<file path="config.mk">
export PLATFORM = sky130hd
export DESIGN_NAME = mem_port_arb_flat
export DESIGN_NICKNAME = d
export VERILOG_FILES = /design/src/rtl/mem_port_arb_pkg.sv /design/src/rtl/mem_port_arb_if.sv /design/src/rtl/mem_port_arb_rr_pick.sv /design/src/rtl/mem_port_arb.sv /design/src/flat_wrapper.sv
export SDC_FILE = /design/constraint.sdc
export NUM_CORES = 1
export LEC_CHECK = 0
export CAP_MARGIN = 30
export CORE_MARGIN = 2
export CORE_UTILIZATION = 41
export CTS_BUF_LIST = sky130_fd_sc_hd__clkbuf_2 sky130_fd_sc_hd__clkbuf_4 sky130_fd_sc_hd__clkbuf_8
export DETAILED_ROUTE_END_ITERATION = 10
export PLACE_DENSITY = 0.77
export SYNTH_ARGS = -nofsm -noshare
export SYNTH_HDL_FRONTEND = slang
export SYNTH_HIERARCHICAL = 1
export SYNTH_SLANG_ARGS = --single-unit
export TNS_END_PERCENT = 1
</file>
<file path="constraint.sdc">
create_clock -name clk -period 7.8 [get_ports clk]
set_input_delay 1.56 -clock clk [delete_from_list [all_inputs] [get_ports clk]]
set_output_delay 1.56 -clock clk [all_outputs]
set_load 0.02 [all_outputs]
</file>
<file path="src/rtl/mem_port_arb_pkg.sv">
// ============================================================================
// Module      : mem_arb_pkg
// Description : Shared types, arbitration-mode constants and helper functions
//               for the single-port RAM arbiter.
// Revision    : 1.0 - initial release
// ============================================================================
`default_nettype none

package mem_arb_pkg;

    localparam int ARB_FIXED = 0;
    localparam int ARB_RR    = 1;

    typedef enum logic [0:0] {
        IDLE  = 1'b0,
        BURST = 1'b1
    } arb_state_t;

    // Width of an encoded channel index; never below one bit.
    function automatic int id_width(input int n);
        return (n > 1) ? $clog2(n) : 1;
    endfunction

    // Low bit of element idx within a packed vector of width-sized fields.
    function automatic int slice_lo(input int idx, input int width);
        return idx * width;
    endfunction

endpackage : mem_arb_pkg

`default_nettype wire

</file>
<file path="src/rtl/mem_port_arb_if.sv">
// ============================================================================
// Module      : mem_port_arb_if
// Description : Requester-side bundle: request/lock/access fields in,
//               grant and channel-routed read return out.
// Revision    : 1.0 - initial release
// ============================================================================
`default_nettype none

interface mem_port_arb_if #(
    parameter int ADDR_W = 15,
    parameter int DATA_W = 8,
    parameter int N_CH   = 3
);
    logic [N_CH-1:0]        req;
    logic [N_CH-1:0]        lock;
    logic [N_CH-1:0]        we;
    logic [N_CH*ADDR_W-1:0] addr;
    logic [N_CH*DATA_W-1:0] wdata;
    logic [N_CH-1:0]        gnt;
    logic [N_CH-1:0]        rvalid;
    logic [DATA_W-1:0]      rdata;

    modport master (
        output req, lock, we, addr, wdata,
        input  gnt, rvalid, rdata
    );

    modport slave (
        input  req, lock, we, addr, wdata,
        output gnt, rvalid, rdata
    );
endinterface : mem_port_arb_if

`default_nettype wire

</file>
<file path="src/rtl/mem_port_arb_rr_pick.sv">
// ============================================================================
// Module      : rr_pick
// Description : Combinational picker: first eligible request at or above ptr,
//               wrapping; one-hot and encoded winner.
// Revision    : 1.0 - initial release
// ============================================================================
`default_nettype none

module rr_pick #(
    parameter int N_CH = 3,
    parameter int IDW  = 2
) (
    input  logic [N_CH-1:0] req,
    input  logic [N_CH-1:0] mask,
    input  logic [IDW-1:0]  ptr,
    output logic [N_CH-1:0] win,
    output logic [IDW-1:0]  idx,
    output logic            found
);

    logic [N_CH-1:0] w_elig;
    int              w_ch;

    assign w_elig = req & ~mask;

    always_comb begin
        win   = '0;
        idx   = '0;
        found = 1'b0;
        w_ch  = 0;
        for (int k = 0; k < N_CH; k++) begin
            w_ch = (int'(ptr) + k) % N_CH;
            if (!found && w_elig[w_ch]) begin
                found     = 1'b1;
                win[w_ch] = 1'b1;
                idx       = IDW'(w_ch);
            end
        end
    end

endmodule : rr_pick

`default_nettype wire

</file>
<file path="src/rtl/mem_port_arb.sv">
// ============================================================================
// Module      : mem_port_arb
// Description : N-channel request/grant arbiter for one single-port RAM with
//               locked bursts, starvation bound and routed read return.
// Revision    : 1.0 - initial release
// ============================================================================
`default_nettype none

module mem_port_arb
    import mem_arb_pkg::*;
#(
    parameter int ADDR_W    = 15,
    parameter int DATA_W    = 8,
    parameter int N_CH      = 3,
    parameter int RD_LAT    = 1,
    parameter int ARB_MODE  = 1,
    parameter int MAX_BURST = 16
) (
    input  logic              clk,
    input  logic              rst_n,
    mem_port_arb_if.slave     bus,
    output logic [ADDR_W-1:0] mem_addr,
    output logic [DATA_W-1:0] mem_wdata,
    output logic              mem_wren,
    input  logic [DATA_W-1:0] mem_rdata
);

    localparam int c_IDW = id_width(N_CH);

    arb_state_t               r_state;
    logic [c_IDW-1:0]         r_owner;
    logic [c_IDW-1:0]         r_ptr;
    logic [7:0]               r_cnt;
    logic [N_CH-1:0]          r_mask;
    logic [N_CH-1:0]          r_gnt;
    logic [c_IDW-1:0]         r_gnt_id;
    logic                     r_rd_issued;
    logic [ADDR_W-1:0]        r_mem_addr;
    logic [DATA_W-1:0]        r_mem_wdata;
    logic                     r_mem_wren;
    logic [RD_LAT-1:0]        r_pv;
    logic [RD_LAT-1:0][c_IDW-1:0] r_pid;
    logic [N_CH-1:0]          r_rvalid;
    logic [DATA_W-1:0]        r_rdata;

    logic [N_CH-1:0]          w_owner_oh;
    logic [N_CH-1:0]          w_pick_mask;
    logic [c_IDW-1:0]         w_pick_ptr;
    logic [N_CH-1:0]          w_win;
    logic [c_IDW-1:0]         w_idx;
    logic                     w_any;

    function automatic logic [c_IDW-1:0] f_inc(input logic [c_IDW-1:0] v);
        return (v == c_IDW'(N_CH - 1)) ? '0 : v + 1'b1;
    endfunction

    always_comb begin
        w_owner_oh          = '0;
        w_owner_oh[r_owner] = 1'b1;
    end

    // During a burst only the owner is eligible; in fixed mode a forced exit
    // masks the previous owner for exactly one arbitration.
    assign w_pick_mask = (r_state == BURST)       ? ~w_owner_oh :
                         (ARB_MODE == ARB_FIXED)  ? r_mask      : '0;
    assign w_pick_ptr  = (ARB_MODE == ARB_RR) ? r_ptr : '0;

    rr_pick #(
        .N_CH (N_CH),
        .IDW  (c_IDW)
    ) u_pick (
        .req   (bus.req),
        .mask  (w_pick_mask),
        .ptr   (w_pick_ptr),
        .win   (w_win),
        .idx   (w_idx),
        .found (w_any)
    );

    always_ff @(posedge clk or negedge rst_n) begin
        if (!rst_n) begin
            r_state     <= IDLE;
            r_owner     <= '0;
            r_ptr       <= '0;
            r_cnt       <= '0;
            r_mask      <= '0;
            r_gnt       <= '0;
            r_gnt_id    <= '0;
            r_rd_issued <= 1'b0;
            r_mem_addr  <= '0;
            r_mem_wdata <= '0;
            r_mem_wren  <= 1'b0;
        end else begin
            r_gnt       <= '0;
            r_mem_wren  <= 1'b0;
            r_mask      <= '0;
            r_rd_issued <= 1'b0;
            if (w_any) begin
                r_gnt       <= w_win;
                r_gnt_id    <= w_idx;
                r_mem_addr  <= bus.addr[slice_lo(int'(w_idx), ADDR_W) +: ADDR_W];
                r_mem_wdata <= bus.wdata[slice_lo(int'(w_idx), DATA_W) +: DATA_W];
                r_mem_wren  <= bus.we[w_idx];
                r_rd_issued <= ~bus.we[w_idx];
            end
            case (r_state)
                IDLE: begin
                    if (w_any) begin
                        r_ptr <= f_inc(w_idx);
                        if (bus.lock[w_idx]) begin
                            r_state <= BURST;
                            r_owner <= w_idx;
                            r_cnt   <= 8'd1;
                        end
                    end
                end
                BURST: begin
                    if (!w_any || !bus.lock[r_owner]) begin
                        r_state <= IDLE;
                        r_ptr   <= f_inc(r_owner);
                        r_cnt   <= '0;
                    end else if (r_cnt == 8'(MAX_BURST - 1)) begin
                        r_state <= IDLE;
                        r_ptr   <= f_inc(r_owner);
                        r_cnt   <= '0;
                        if (ARB_MODE == ARB_FIXED) begin
                            r_mask <= w_owner_oh;
                        end
                    end else begin
                        r_cnt <= r_cnt + 8'd1;
                    end
                end
                default: r_state <= IDLE;
            endcase
        end
    end

    // Read tags are fed from the registered issue, so the return lands
    // RD_LAT+1 edges after the grant edge.
    always_ff @(posedge clk or negedge rst_n) begin
        if (!rst_n) begin
            r_pv     <= '0;
            r_pid    <= '0;
            r_rvalid <= '0;
            r_rdata  <= '0;
        end else begin
            r_pv[0]  <= r_rd_issued;
            r_pid[0] <= r_gnt_id;
            for (int k = 1; k < RD_LAT; k++) begin
                r_pv[k]  <= r_pv[k-1];
                r_pid[k] <= r_pid[k-1];
            end
            r_rvalid <= '0;
            if (r_pv[RD_LAT-1]) begin
                r_rvalid[r_pid[RD_LAT-1]] <= 1'b1;
                r_rdata                   <= mem_rdata;
            end
        end
    end

    assign bus.gnt    = r_gnt;
    assign bus.rvalid = r_rvalid;
    assign bus.rdata  = r_rdata;
    assign mem_addr   = r_mem_addr;
    assign mem_wdata  = r_mem_wdata;
    assign mem_wren   = r_mem_wren;

endmodule : mem_port_arb

`default_nettype wire

</file>
<file path="src/flat_wrapper.sv">
// flat-port wrapper written by rule: the top's interface ports become plain ports
module mem_port_arb_flat import mem_arb_pkg::*;
#(
    parameter int ADDR_W    = 15,
    parameter int DATA_W    = 8,
    parameter int N_CH      = 3,
    parameter int RD_LAT    = 1,
    parameter int ARB_MODE  = 1,
    parameter int MAX_BURST = 16
)
  (clk, rst_n, mem_addr, mem_wdata, mem_wren, mem_rdata, bus_req, bus_lock, bus_we, bus_addr, bus_wdata, bus_gnt, bus_rvalid, bus_rdata);
  mem_port_arb_if #(.ADDR_W(ADDR_W), .DATA_W(DATA_W), .N_CH(N_CH)) bus_i ();
  input  logic clk;
  input  logic rst_n;
  output logic [ADDR_W-1:0] mem_addr;
  output logic [DATA_W-1:0] mem_wdata;
  output logic mem_wren;
  input  logic [DATA_W-1:0] mem_rdata;
  input wire logic [$bits(bus_i.req)-1:0] bus_req;
  input wire logic [$bits(bus_i.lock)-1:0] bus_lock;
  input wire logic [$bits(bus_i.we)-1:0] bus_we;
  input wire logic [$bits(bus_i.addr)-1:0] bus_addr;
  input wire logic [$bits(bus_i.wdata)-1:0] bus_wdata;
  output wire logic [$bits(bus_i.gnt)-1:0] bus_gnt;
  output wire logic [$bits(bus_i.rvalid)-1:0] bus_rvalid;
  output wire logic [$bits(bus_i.rdata)-1:0] bus_rdata;
  assign bus_i.req = bus_req;
  assign bus_i.lock = bus_lock;
  assign bus_i.we = bus_we;
  assign bus_i.addr = bus_addr;
  assign bus_i.wdata = bus_wdata;
  assign bus_gnt = bus_i.gnt;
  assign bus_rvalid = bus_i.rvalid;
  assign bus_rdata = bus_i.rdata;
  mem_port_arb #(.ADDR_W(ADDR_W), .DATA_W(DATA_W), .N_CH(N_CH), .RD_LAT(RD_LAT), .ARB_MODE(ARB_MODE), .MAX_BURST(MAX_BURST)) u_core (.clk(clk), .rst_n(rst_n), .bus(bus_i), .mem_addr(mem_addr), .mem_wdata(mem_wdata), .mem_wren(mem_wren), .mem_rdata(mem_rdata));
endmodule
</file>
Word level (Yosys, flattened, before mapping)
Cells that the tools add are included.
Widths: inputs -> output; s select.
Storage, ports and cells
  register bits after elaboration: 57
  bits in latches: 0
  memory bits (writable): 0
  bits in read-only memories: 0
  input bits: 88
  output and inout port bits: 38
  word-level logic and storage cells: 119
  memories kept: 0
Operators by class
  add/sub/neg operators: 5
  multiply operators: 1
  div/mod/pow operators: 3
  $lt $le $gt $ge: 11
  equal/unequal tests: 6
  shifts and indexed selects: 2
  mux-type cells: 55
  bitwise gates (word level): 7
  reductions and logical operators: 15
Operator list (count)
  $ge 32x1->1 const B: 3
  $lt 32x4->1 const B: 3
  $mod 32x3->32 const B: 2
  $shiftx 45x32->15: 1
  $mod 3x3->32 const B: 1
  $mux 8: 4
  $shiftx 24x6->8: 1
  $mux 1: 23
  $mux 3: 6
  $mux 2: 8
  $pmux 8 s2: 1
  $bmux 1 s2: 6
  $demux 1 s2: 5
  $lt 2x3->1 const B: 3
  $add 8x1->8 const B: 1
  $eq 8x4->1 const B: 1
  $logic_and 1x1->1: 7
  $mul 2x4->6 const B: 1
  $not 3->3: 2
  $or 3x3->3: 2
  $add 2x1->2 const B: 2
  $eq 2x2->1 const B: 2
  $ge 2x1->1 const B: 2
  $logic_not 1->1: 4
  11 further kinds: 14

Longest topological paths before layout
Gate-level depths: netlist of run 1.
  depth in word-level cells: 23
  mapped depth: 13
  mapped depth without buffers: 11

Modules after synthesis
Netlist of run 1, hierarchy kept.
By module, submodules not included
  mem_port_arb: times used 1, cells an instance 273, area each 2791.4 um^2, seq. area each 1426.4 um^2
  rr_pick: times used 1, cells an instance 39, area each 315.3 um^2, seq. area each 0.0 um^2

Worst setup path after synthesis of run 1
No wires, ideal clock.
  path kind: input-to-reg
  start point: input port bus_req[0]
  end point: register u_core.r_owner[1]
  library setup time: 128 ps
  data arrival time: 3389 ps
  required time: 7672 ps
  slack: 4283 ps
  stages: 10
  path buffers: 2
  path through: or4b_1 > nand3_1 > nor2_1 > a22o_1 > buf_2 > nor2b_1 > buf_2 > o2bb2ai_2 > nand3b_2 > mux2_1
Between the ends
  word-level cells in the longest chain between the ends: 14
  elaborated cells between the ends (all ways): 23
  those cells by class: mux: 17; bitwise: 1; reduce/logical: 5
RTL lines
  from (decl): line flat_wrapper.sv:19  | input wire logic [$bits(bus_i.req)-1:0] bus_req;
  $and 3x3->3 *: line mem_port_arb_rr_pick.sv:24  | assign w_elig = req & ~mask;
  $bmux 1 s2: line mem_port_arb_rr_pick.sv:33  | if (!found && w_elig[w_ch]) begin
  $mux 1 (implied by the code) (2 in a row): line mem_port_arb_rr_pick.sv:33
  $mux 1: line mem_port_arb_rr_pick.sv:33
  $logic_not 1->1: line mem_port_arb_rr_pick.sv:33
  $logic_and 1x1->1: line mem_port_arb_rr_pick.sv:33
  $mux 1: line mem_port_arb_rr_pick.sv:33
  $logic_not 1->1: line mem_port_arb_rr_pick.sv:33
  $logic_and 1x1->1: line mem_port_arb_rr_pick.sv:33
  $mux 2 *: line mem_port_arb_rr_pick.sv:33
  net u_core.w_idx[0]: line mem_port_arb.sv:50  | logic [c_IDW-1:0] w_idx;
  $bmux 1 s2 *: line mem_port_arb.sv:110  | if (bus.lock[w_idx]) begin
  $mux 1 (implied by the code) *: line mem_port_arb.sv:110
  $reduce_and 3->1 (no source line) *
  to (signal assigned): line mem_port_arb.sv:112  | r_owner <= w_idx;
  to (decl): line mem_port_arb.sv:31  | logic [c_IDW-1:0] r_owner;
The timed path passes the listed nets; every way through them passes the cells marked *. The select of a mux whose other input is x is not followed.
A chain may end at the register's enable or synchronous reset.

Worst setup path after layout of run 1
  start point: input port bus_req[0]
  end point: register u_core.r_owner[0]
Between the ends
  word-level cells in the longest chain between the ends: 14
  elaborated cells between the ends (all ways): 23
  those cells by class: mux: 17; bitwise: 1; reduce/logical: 5
RTL lines (line)
  $and 3x3->3 *: mem_port_arb_rr_pick.sv:24
  $bmux 1 s2: mem_port_arb_rr_pick.sv:33
  $mux 1 (implied by the code) (2 in a row): mem_port_arb_rr_pick.sv:33
  $mux 1: mem_port_arb_rr_pick.sv:33
  $logic_not 1->1: mem_port_arb_rr_pick.sv:33
  $logic_and 1x1->1: mem_port_arb_rr_pick.sv:33
  $mux 1: mem_port_arb_rr_pick.sv:33
  $logic_not 1->1: mem_port_arb_rr_pick.sv:33
  $logic_and 1x1->1: mem_port_arb_rr_pick.sv:33
  $mux 2 *: mem_port_arb_rr_pick.sv:33
  net u_core.w_idx[0]: mem_port_arb.sv:50
  $bmux 1 s2: mem_port_arb.sv:110
  $mux 1 (implied by the code): mem_port_arb.sv:110
  $reduce_and 3->1 (no source line)
Marked as above.

==> summary.md, run 1 <==
| Metric | Value |
|---|---|
| Drt via density | `5.15` |
| Nets | `525` |
| FMAX | `207 MHz` |
| CTS tree | `done` |
| Fin area | `4610 um^2` |
| Cell Pwr Density | `422 nW/um^2` |
| Setup TNS | `0 ns` |
| Lkg Pwr | `1.89 nW` |
| EDFF count, synth | `0` |
| Row count | `31` |
| Non-filler cells, final | `536` |
| Final setup viols | `0` |
| Final Core Density | `63.2%` |
| Placed cell area | `4430 um^2` |
| Avg Cell Area, Syn | `9.96 um^2` |
| Core box area | `7290 um^2` |
| Final Hold Fails | `0` |
| Post-Syn Nets | `405` |
| Root buffer cell | `clkbuf_8` |
| Worst setup endpoint | `u_core/r_owner[0]$_DFFE_PN0P_` |
| Post-place setup slack | `2.64 ns` |
| Final setup margin | `2.97 ns` |
| Post-DR wirelength/cell | `14.8 um` |
| Clock latency at the later pin of the worst-skew pair | `0.32 ns` |
| Iteration-0 DRC Markers | `91` |
| Cells after Synth | `312` |
| Clock buffer depth | `2` |
| Crit path kind | `in2reg` |
| Req. time, crit path | `8.00 ns` |
| Minimum clock period | `4.83 ns` |
| Area grow syn2layout | `48.4%` |
| Inserted Clock Buffers | `9` |
| Post-route ant nets | `0` |
| Starting Density | `42.6%` |
| Die height | `91.1 um` |
| Critical Path AT | `5.03 ns` |
| Worst IR Drop VDD | `0.217 mV` |
| Share of layout cells above drive strength 1 | `10.5%` |
| Cell with the most instances after synthesis | `dfrtp_1` |
| Setup bufs post-CTS | `0` |
| Hold Path Class | `reg2reg` |
| # fillers | `646` |
| HPWL after DPL | `5.86 mm` |
| Ys async rst share | `100%` |
| Sink Count | `57` |
| WL met3 | `524 um` |
| Power Total | `1.95 mW` |
| Critical Path End Type | `flop` |
| Post-synth top flop | `dfrtp_1` |
| Register bit count reported by yosys | `57` |
| Pin count of the biggest net entering global routing | `58` |
| Most frequent cells after synthesis | `dfrtp_1, nor2_1, a21oi_1` |
| Post-synthesis sequential area ratio | `45.9%` |
| Beginning of the critical path | `bus_req[0]` |
| Worst setup SP type | `input pin` |
| Remaining DRCs | `0` |
| Clock-pin slew on the worst setup and hold paths | `0.07 ns` |
| Hold-fix buffers, CTS | `0` |
| Vias in the first global route | `2857` |
| Placed insts | `520` |
| First-pass GRT wire length | `13.2 mm` |
| Worst hold slack | `0.357 ns` |
| Aggregate global routing overflow | `0` |
| Post-Syn Area | `3110 um^2` |
| Top cells by area, synth | `dfrtp_1, mux2i_1, a21oi_1, nor2_1, mux2_2` |
| Initial antenna violation count | `0` |
| Setup Skew | `0.00650 ns` |
| Leading area contributor after synthesis | `dfrtp_1` |
| Cells on worst reg2reg path | `10` |
| R2R Path Start | `u_core/r_ptr[1]$_DFFE_PN0P_` |
| Share of the synthesized area in the top cell type | `45.9%` |
| Highest Signal Layer | `met4` |
| Final WL | `7.93 mm` |
| CTS H-tree depth | `3` |
| Port buffer count | `125` |
| Met2 wire length | `4.07 mm` |
| Drt first pass iters | `4` |
| Slew Limit Fails | `0` |
| Maxcap violations | `0` |
| Vias after detailed routing | `2759` |
| Die ar. | `8290 um^2` |
| Diodes inserted | `0` |
| Routability congestion estimate | `0.910` |
| Count of different cell masters after synthesis | `53` |
| M1 WL | `3.14 mm` |
| Worst R2R End | `u_core/r_owner[0]$_DFFE_PN0P_` |
| Reg2reg setup slack | `3.86 ns` |
| Outcome | `completed` |
| Slew headroom | `34.6%` |
| Die width | `91.1 um` |
| I/O pin count | `126` |
| Final period utilization | `61.9%` |
| Worst-Margin Slew | `0.977 ns` |
| RSZ-0062 raised after global routing | `no` |
| GRT Overall Usage | `19.8%` |
| CTS resizes | `0` |
| YS warnings | `6` |
| Crit path max fanout | `31` |
## critical path: stages
cell,delay (ns)
clkdlybuf4s50_1,0.50
or4b_1,0.51
nand3_1,0.23
nor2_1,0.09
a22o_2,0.55
nor2b_2,0.87
o2bb2ai_2,0.19
nand3b_2,0.14
mux2_1,0.37
## per-layer routing
layer / GRT usage (%) / vias up
li1: - / 1354
met1: 22.6 / 1274
met2: 34.7 / 117
met3: 5.31 / 14
met4: 8.33 / 0
met5: 0 / -
## layout make-up
| type | count | area, um^2 | share of cell area [%] |
|---|---|---|---|
| multi-input cells | 231 | 1590 | 34.6 |
| clock buffers | 10 | 138 | 2.99 |
| repair buffers | 127 | 1260 | 27.4 |
| flip-flops and latches | 57 | 1430 | 30.9 |
| inverters | 6 | 22.5 | 0.489 |
| clock inverters | 6 | 43.8 | 0.950 |
| well taps | 99 | 124 | 2.69 |
## worst min-delay path by stage
stage | start | to | depth (start not counted)
after detailed placement | u_core/r_rd_issued$_DFF_PN0_ | u_core/r_pv$_DFF_PN0_ | 0
final | u_core/r_rd_issued$_DFF_PN0_ | u_core/r_pv$_DFF_PN0_ | 0
after global placement | u_core/r_rd_issued$_DFF_PN0_ | u_core/r_pv$_DFF_PN0_ | 0
after global routing | u_core/r_rd_issued$_DFF_PN0_ | u_core/r_pv$_DFF_PN0_ | 0
after floorplan | u_core/r_rd_issued$_DFF_PN0_ | u_core/r_pv$_DFF_PN0_ | 0
after CTS | u_core/r_rd_issued$_DFF_PN0_ | u_core/r_pv$_DFF_PN0_ | 0
## where the power goes
| group | leakage [nW] | internal [mW] | switching, mW | total, mW |
|---|---|---|---|---|
| Combinational | 1.11 | 0.550 | 0.633 | 1.18 |
| Sequential | 0.701 | 0.431 | 0.0909 | 0.522 |
| Clock | 0.0805 | 0.123 | 0.118 | 0.241 |
## cells in the final DEF (no fill, tap or decap), types with 2 or more instances in the layout
cell type,instances
a21boi_0,2
a21oi_1,46
a21oi_2,2
a22o_1,2
a22oi_1,2
and2_1,5
and3_1,2
and3b_1,2
buf_4,2
clkbuf_8,10
clkdlybuf4s50_1,124
clkinvlp_4,4
dfrtp_1,57
ha_1,5
inv_1,6
mux2_1,2
mux2_2,11
mux2_4,3
mux2i_1,28
nand2_1,12
nand2b_1,4
nand3_1,9
nand3b_1,2
nand4bb_1,3
nor2_1,49
nor2b_1,2
nor3b_1,2
nor4_1,2
nor4bb_1,2
o21a_1,3
o21ai_0,3
o21ai_1,2
or4b_1,2
## registers in the layout, summed over array words and instances, names as in the netlist
register and flops:
u_core/mem_addr 15, u_core/bus.rdata 8, u_core/mem_wdata 8, u_core/r_cnt 8, u_core/bus.gnt 3, u_core/bus.rvalid 3, u_core/r_gnt_id 2, u_core/r_owner 2
u_core/r_pid 2, u_core/r_ptr 2, u_core/mem_wren 1, u_core/r_pv 1, u_core/r_rd_issued 1, u_core/r_state 1
## cell families (layout without fill, tap and decap cells)
family	Yosys count	count (layout)	synth area share, %
xor+xnor	1	1	0.282
flops	57	57	45.9
fa+ha+maj	5	5	2.01
compound gates	75	75	15.3
buf+inv	24	149	3.54
mux	44	44	15.2
simple gates	106	106	17.7
(Power assumes the default switching activity.)
==> run 2: changes to the inputs <==
Settings changed: CORE_UTILIZATION 41 to 40, PLACE_DENSITY 0.77 to 0.78.
Clock period 7.8 ns to 4.15 ns, I/O delays scaled along.
==> summary.md, run 2 (same netlist as run 1, synthesis figures left out) <==
| Metric | Value |
|---|---|
| Outcome | `completed (unchanged)` |
| Req. time, crit path | `4.42 ns (was 8.00 ns)` |
| Maxcap violations | `0 (unchanged)` |
| Aggregate global routing overflow | `0 (unchanged)` |
| Inserted Clock Buffers | `9 (unchanged)` |
| Switching Fraction | `42.2% (was 43.2%)` |
| Stages on worst setup path | `9 (unchanged)` |
| Final period utilization | `77.6%` |
| Hold Path Class | `reg2reg (unchanged)` |
| Iteration-0 DRC Markers | `156 (was 91)` |
| Clock-pin slew on the worst setup and hold paths | `0.07 ns (about the same)` |
| Die width | `92.1 um (was 91.1 um)` |
| Hold Startpoint | `u_core/r_rd_issued$_DFF_PN0_ (unchanged)` |
| Crit path max-delay family | `simple AND/OR/NAND/NOR gates (unchanged)` |
| Clock latency at the later pin of the worst-skew pair | `0.33 ns (was 0.32 ns)` |
| Most frequent cells in the layout | `clkdlybuf4s50_1, dfrtp_1, nor2_1 (unchanged)` |
| RSZ-0062 raised after global routing | `no (unchanged)` |
| Switching Power | `1.61 mW (was 842 uW)` |
| Lkg Pwr | `1.95 nW (was 1.89 nW)` |
| CTS H-tree depth | `3 (unchanged)` |
| Int Pwr | `2.21 mW (was 1.10 mW)` |
| Hold EP | `u_core/r_pv$_DFF_PN0_ (unchanged)` |
| Root buffer cell | `clkbuf_8 (unchanged)` |
| Final setup margin | `0.929 ns (was 2.97 ns)` |
| FMAX | `310 MHz` |
| Critical Path AT | `3.49 ns (was 5.03 ns)` |
| Post-DR wirelength/cell | `14.8 um (about the same)` |
| Clock buffer depth | `2 (unchanged)` |
| Diodes inserted | `0 (unchanged)` |
| Vias in the first global route | `2746 (was 2857)` |
| Slowest stage cell, crit path | `nor4bb_1 (was nor2b_2)` |
| Post-place setup slack | `0.660 ns (was 2.64 ns)` |
| Remaining DRCs | `0 (unchanged)` |
| Worst R2R End | `u_core/mem_addr[13]$_DFFE_PN0P_ (was u_core/r_owner[0]$_DFFE_PN0P_)` |
| First-pass GRT wire length | `12.8 mm (was 13.2 mm)` |
| Reg2reg setup slack | `1.02 ns (was 3.86 ns)` |
| Routability congestion estimate | `0.912 (was 0.910)` |
| Cells on worst reg2reg path | `10 (unchanged)` |
| Sequential power share | `25.5% (was 26.8%)` |
| Clk network pwr share | `15.3% (was 12.4%)` |
| Worst setup SP type | `input pin (unchanged)` |
| Largest stage delay, worst path | `0.68 ns (was 0.87 ns)` |
| Worst hold path stage count | `0 (unchanged)` |
| Initial antenna violation count | `0 (unchanged)` |
| Drt first pass iters | `4 (unchanged)` |
| Final WL | `8.03 mm (was 7.93 mm)` |
| Share of layout cells above drive strength 1 | `11.3% (was 10.5%)` |
| Worst-Margin Slew | `0.733 ns (was 0.977 ns)` |
| Area grow syn2layout | `51.3% (was 48.4%)` |
| Crit path kind | `in2reg (unchanged)` |
| Setup TNS | `0 ns (unchanged)` |
| Slew Limit Fails | `0 (unchanged)` |
| Post-route ant nets | `0 (unchanged)` |
| Crit path max fanout | `30 (was 31)` |
| Setup bufs post-CTS | `0 (unchanged)` |
| HPWL after DPL | `5.83 mm (was 5.86 mm)` |
| Row count | `32 (was 31)` |
| Port buffer count | `125 (unchanged)` |
| Setup Skew | `0.00502 ns (was 0.00650 ns)` |
| Die height | `92.1 um (was 91.1 um)` |
| Gate power share | `59.2% (was 60.8%)` |
| Nets | `529 (was 525)` |
| Die ar. | `8490 um^2 (was 8290 um^2)` |
| Sequence of cells on the critical path | `clkdlybuf4s50_1, nor4bb_1, nand4_1, o311ai_4, buf_4, o2bb2ai_2, a21oi_2, a22oi_1, nand2_1 (was clkdlybuf4s50_1, or4b_1, nand3_1, nor2_1, a22o_2, nor2b_2, o2bb2ai_2, nand3b_2, mux2_1)` |
| Final setup viols | `0 (unchanged)` |
| Minimum clock period | `3.22 ns` |
| Slew headroom | `50.5% (was 34.6%)` |
| CTS resizes | `0 (unchanged)` |
| Sink Count | `57 (unchanged)` |
| Number of flip-flops in the largest register | `15 (unchanged)` |
| Vias after detailed routing | `2822 (was 2759)` |
| R2R Path Start | `u_core/r_state$_DFF_PN0_ (was u_core/r_ptr[1]$_DFFE_PN0P_)` |
| Core box area | `7610 um^2 (was 7290 um^2)` |
| Worst IR Drop VDD | `0.516 mV (was 0.217 mV)` |
| CTS tree | `done (unchanged)` |
| Final Hold Fails | `0 (unchanged)` |
| GRT Overall Usage | `19.0% (was 19.8%)` |
| Cell Pwr Density | `813 nW/um^2 (was 422 nW/um^2)` |
| Commonest non-fill, non-tap cell in the layout | `clkdlybuf4s50_1 (unchanged)` |
| Bufs and invs on worst path | `2 (was 1)` |
| I/O pin count | `126 (unchanged)` |
| Pin count of the biggest net entering global routing | `57 (was 58)` |
| Starting Density | `40.8% (was 42.6%)` |
| Drt via density | `5.20 (was 5.15)` |
| Critical Path End Type | `flop (unchanged)` |
| Hold-fix buffers, CTS | `0 (unchanged)` |
==> run 2: worst max path at each step <==
stage,from,endpoint
6_report,bus_req[2],u_core/r_cnt[7]$_DFFE_PN0P_
5_1_grt,u_core/r_state$_DFF_PN0_,u_core/mem_addr[13]$_DFFE_PN0P_
3_3_place_gp,bus_req[2],u_core/r_cnt[3]$_DFFE_PN0P_
4_1_cts,bus_req[0],u_core/mem_addr[13]$_DFFE_PN0P_
2_1_floorplan,bus_req[0],u_core/r_owner[1]$_DFFE_PN0P_
3_5_place_dp,bus_req[0],u_core/mem_addr[13]$_DFFE_PN0P_
==> run 2: power by group through the flow <==
| stage | Clock [mW] | Sequential, mW | Combinational (mW) |
|---|---|---|---|
| after floorplan | 0 | 1.16 | 1.34 |
| after global placement | 0 | 0.974 | 2.22 |
| after detailed placement | 0 | 0.981 | 2.26 |
| after CTS | 0.596 | 0.976 | 2.27 |
| after global routing | 0.621 | 1.01 | 2.46 |
| final | 0.586 | 0.975 | 2.26 |
==> run 2: final cells by class <==
type                    count  area [um^2]
clock inverters             7          104
fillers                   636         2910
clock buffers               9          124
well taps                 102          128
flip-flops and latches     57         1430
inverters                   6         22.5
multi-input cells         231         1590
repair buffers            131         1300
==> run 2: metal layers <==
| metal | track usage, % | up-vias | wire, um | part of all wire (%) |
|---|---|---|---|---|
| li1 | - | 1364 | - | - |
| met1 | 22.9 | 1369 | 3370 | 42 |
| met2 | 32.2 | 83 | 4100 | 51 |
| met3 | 5.83 | 6 | 486 | 6.1 |
| met4 | 6.59 | 0 | 74 | 0.92 |
| met5 | 0 | - | 0 | 0 |
==> run 2: per-stage QoR <==
stage | cell area (um^2) | cells | total power, mW | hold slack, ns | util (%)
finish | 4700 | 543 | 3.82 | 0.352 | 61.8
global route | 4700 | 543 | 4.09 | 0.381 | 61.8
CTS | 4680 | 542 | 3.84 | 0.357 | 61.5
detailed placement | 4450 | 526 | 3.24 | 0.337 | 58.6
global placement | 4450 | 526 | 3.19 | 0.334 | 58.6
floorplan | 3110 | 312 | 2.50 | 0.331 | -
